==> src/rtl/bin_to_bcd_seq.sv <==
`default_nettype none
// ============================================================================
// Module   : bin_to_bcd_seq
// Brief    : Sequential binary-to-BCD converter (shift-and-add-3, one input
//            bit per clock) with start/done handshake and overflow flag.
//            bcd_out holds bin_in mod 10^DIGITS; overflow flags bin_in that
//            does not fit in DIGITS decimal digits.
// Revision : 1.0 - initial release
// ============================================================================
module bin_to_bcd_seq #(
  parameter int BIN_W  = 8,
  parameter int DIGITS = 3
) (
  input  logic                  clk,
  input  logic                  rst_n,
  input  logic                  start,
  input  logic [BIN_W-1:0]      bin_in,
  output logic                  busy,
  output logic                  done,
  output logic [4*DIGITS-1:0]   bcd_out,
  output logic                  overflow
);

  localparam int BCD_W = 4 * DIGITS;
  localparam int CNT_W = $clog2(BIN_W + 1);

  typedef enum logic [0:0] {
    IDLE = 1'b0,
    CONV = 1'b1
  } state_t;

  state_t             state;
  logic [BIN_W-1:0]   shift_reg;
  logic [BCD_W-1:0]   scratch;
  logic               carry;
  logic [CNT_W-1:0]   cnt;

  logic [BCD_W-1:0]   adjusted;
  logic [BCD_W-1:0]   next_scratch;
  logic               shift_out;

  // Pre-shift correction: a digit of 5..9 becomes 8..12 so that the
  // following doubling carries exactly one ten into the next digit.
  generate
    for (genvar g = 0; g < DIGITS; g++) begin : g_digit
      assign adjusted[4*g +: 4] = (scratch[4*g +: 4] >= 4'd5) ?
                                  (scratch[4*g +: 4] + 4'd3) :
                                  scratch[4*g +: 4];
    end
  endgenerate

  // One doubling step: next binary bit enters the units digit; the bit
  // leaving the top digit is a carry beyond 10^DIGITS.
  assign next_scratch = {adjusted[BCD_W-2:0], shift_reg[BIN_W-1]};
  assign shift_out    = adjusted[BCD_W-1];

  // Control FSM and datapath; all outputs are registered here.
  always_ff @(posedge clk or negedge rst_n) begin
    if (!rst_n) begin
      state     <= IDLE;
      shift_reg <= '0;
      scratch   <= '0;
      carry     <= 1'b0;
      cnt       <= '0;
      busy      <= 1'b0;
      done      <= 1'b0;
      bcd_out   <= '0;
      overflow  <= 1'b0;
    end else begin
      done <= 1'b0;
      case (state)
        IDLE: begin
          if (start) begin
            shift_reg <= bin_in;
            scratch   <= '0;
            carry     <= 1'b0;
            cnt       <= CNT_W'(BIN_W);
            busy      <= 1'b1;
            state     <= CONV;
          end
        end
        CONV: begin
          scratch   <= next_scratch;
          shift_reg <= shift_reg << 1;
          carry     <= carry | shift_out;
          cnt       <= cnt - CNT_W'(1);
          // Last iteration: publish the result straight from the step logic.
          if (cnt == CNT_W'(1)) begin
            bcd_out  <= next_scratch;
            overflow <= carry | shift_out;
            done     <= 1'b1;
            busy     <= 1'b0;
            state    <= IDLE;
          end
        end
        default: state <= IDLE;
      endcase
    end
  end

endmodule
`default_nettype wire

==> config.mk <==
export PLATFORM = sky130hd
export DESIGN_NAME = bin_to_bcd_seq
export DESIGN_NICKNAME = d
export VERILOG_FILES = /design/src/rtl/bin_to_bcd_seq.sv
export SDC_FILE = /design/constraint.sdc
export NUM_CORES = 1
export LEC_CHECK = 0
export ABC_AREA = 1
export CAP_MARGIN = 0
export CELL_PAD_IN_SITES_DETAIL_PLACEMENT = 0
export CELL_PAD_IN_SITES_GLOBAL_PLACEMENT = 1
export CORE_MARGIN = 3
export CORE_UTILIZATION = 36
export DETAILED_ROUTE_END_ITERATION = 10
export GPL_TIMING_DRIVEN = 0
export PLACE_DENSITY_LB_ADDON = 0.1
export SLEW_MARGIN = 20
export SYNTH_ARGS = -nofsm -noshare
export SYNTH_HDL_FRONTEND = slang
export SYNTH_SLANG_ARGS = --single-unit
==> constraint.sdc <==
create_clock -name clk -period 1.33 [get_ports clk]
set_input_delay 0.1995 -clock clk [delete_from_list [all_inputs] [get_ports clk]]
set_output_delay 0.1995 -clock clk [all_outputs]
set_load 0.1 [all_outputs]
==> results.cfg <==
[sta]
clock_skew_ps = 9.24
hold_slack_ps = 382
fin_crit_sh_pct = 101
hold_viol_final = 0
slew_headroom_pct = 67.4
fmax_mhz = 745
period_minus_slack_ps = 1340
slew_viol_final = 0
rsz0062_at_grt = yes
setup_viol = 2
setup_slack_ps = -12.9
tightest_slew_ps = 492

[floorplanning]
initial_core_util_pct = 37.6
die_x_um = 79.2
dieArea_um2 = 6280
dieHeight_um = 79.2
ioPinCount = 26
core_um2 = 5140
num_rows = 26

[logic_synthesis]
ys_warn_count = 0
netlist.top_cell.by_area = dfrtp_1
ys_async_sr_fraction_pct = 100
ys_top_cells_by_area = dfrtp_1 53%, nand2_1 17%, nand3_1 7.0%
syn_inst = 232
syn-num-nets = 251
ys.flop_type = dfrtp_1
yosysMostFrequentCell = nand2_1
netlist_area_um2 = 1930
synth_cell_types = 19
synth-seq-cells = 41
synth_top_area_share_pct = 53.1
avgSynthCellArea_um2 = 8.32
synthTopCellsByCount = 89 x nand2_1, 41 x dfrtp_1, 27 x nand3_1
synth_edf_count = 0
synth_seq_area_share_pct = 53.1

[clock_network]
htree_levels = 2
numCtsBuffers = 5
cts_tree = done
clock_latency_ps = 300
cts.sinks = 41
cts_buffer_depth = 2
clk_pin_slew_ps = 90
clock-root-buffer = clkbuf_8

[critical_path]
cp_max_fo = 4
required_ps = 1570
crit_path_end_kind = flop
cp.arrival_ps = 1580
path_class = flop to flop
startpoint_type = flop

[job]
maxCapViolations = 0

[global_route]
antenna_found_initial = 0
grt_overflow = 0
grt_max_degree = 24
grt_pass1_wl_mm = 7.49
grtUsageTotal_pct = 15.3
first_global_vias = 1603

[route]
dr.pass1.iters = 5
drcViolationCount = 0
via_per_inst = 4.69
drt-total-wl_mm = 4.66
wl_per_cell_um = 13.1
dr_total_vias = 1666
drt_iter0_drc = 62
ant_nets = 0

[status]
status = finished, violations left
violations = setup timing

[cells_and_area]
final_cell_area_um2 = 2660
nFillCells = 549
finalNetCount = 303
regArea_um2 = 1030
antenna_cells = 0
finalNonFillerCells = 355
drive_above_1_share_pct = 33.3
multi_input_area_um2 = 972
area_delta_synth_final_pct = 37.6

[placement]
routabilityCongestion = 0.757
place_hpwl_mm = 2.98
dp.cells = 328
port_buffers = 25
place_area_um2 = 2280

[min_path]
worstHoldPathType = input pin to async pin
==> stage by stage <==
stage / worst slack (ps) / util (%) / setup TNS [ps]
2_1_floorplan: 34.5 / - / 0
3_3_place_gp: -1130 / 44.1 / -53620
3_5_place_dp: -357 / 44.4 / -7350
4_1_cts: 5.53 / 45.6 / 0
5_1_grt: -86.9 / 51.7 / -545
6_report: -12.9 / 51.7 / -20.1
==> cell usage in the layout (no fill, tap or decap), types with 2 or more instances in the layout <==
cell,instances
nand2_1,80
buf_2,16
o211ai_1,2
nor2_4,2
clkbuf_8,5
inv_4,2
o21ai_0,14
buf_4,20
inv_1,13
nand3_2,11
o22ai_1,5
nand2_2,7
dfrtp_1,40
ha_4,4
nand3_1,16
clkinv_2,2
inv_2,10
nor2_1,4
o21ai_4,3
ha_2,2
nand2_4,2
clkdlybuf4s50_1,9
ha_1,2
==> logic make-up after synthesis <==
family	count (synthesis)	share of synthesized area, %
AO/OA/AOI/OAI	27	7.58
flip-flops	41	53.1
adder cells (fa/ha/maj)	8	5.18
AND/OR/NAND/NOR	125	26.9
buffers and inverters	30	6.74
XOR/XNOR	1	0.454
==> cell type report <==
class	count	share of cell area (%)
Tap cell	70	3.30
Clock buffer	5	2.59
Clock inverter	3	0.659
Multi-Input combinational cell	161	36.6
Timing Repair Buffer	45	12.9
Buffer	5	1.60
Inverter	25	3.72
Sequential cell	41	38.7
==> metal layers <==
metal / global-route usage, % / routed length (um)
met3: 3.74 / 138
met4: 4.64 / 57
met5: 0 / 0
met1: 20.5 / 2210
met2: 24.3 / 2250
==> timing repair <==
item / in CTS / in global routing
endpoints found under the hold margin: 18 / 0
gates resized for setup: 84 / 53
hold buffers: 1 / 0
endpoints found under the setup margin: 33 / 33
pin swaps: 1 / 14
setup buffers: 2 / 16
==> worst paths after layout <==
check	to	startpoint	depth (start not counted)	slack, ps
setup / recovery	scratch[5]	scratch[5]	8	-10
hold / removal	cnt[3]	rst_n	2	380
setup reg to reg	scratch[5]	scratch[5]	8	-10
hold reg to reg	bcd_out[5]	bcd_out[5]	2	480
max in group asynchronous	scratch[8]	rst_n	3	460
min in group clk	shift_reg[2]	bin_in[2]	3	450
==> critical path, cell delays in order, from the launching register on <==
cell	delay, ps
dfrtp_1	420
inv_2	130
ha_4	170
inv_4	40
o21ai_4	210
nand2_2	90
nand2_2	80
nand3_1	70
nand2_1	70
Power is left out: the tool's default activity adds up to more than one toggle a clock period on the data nets, which glitch-free logic cannot reach.
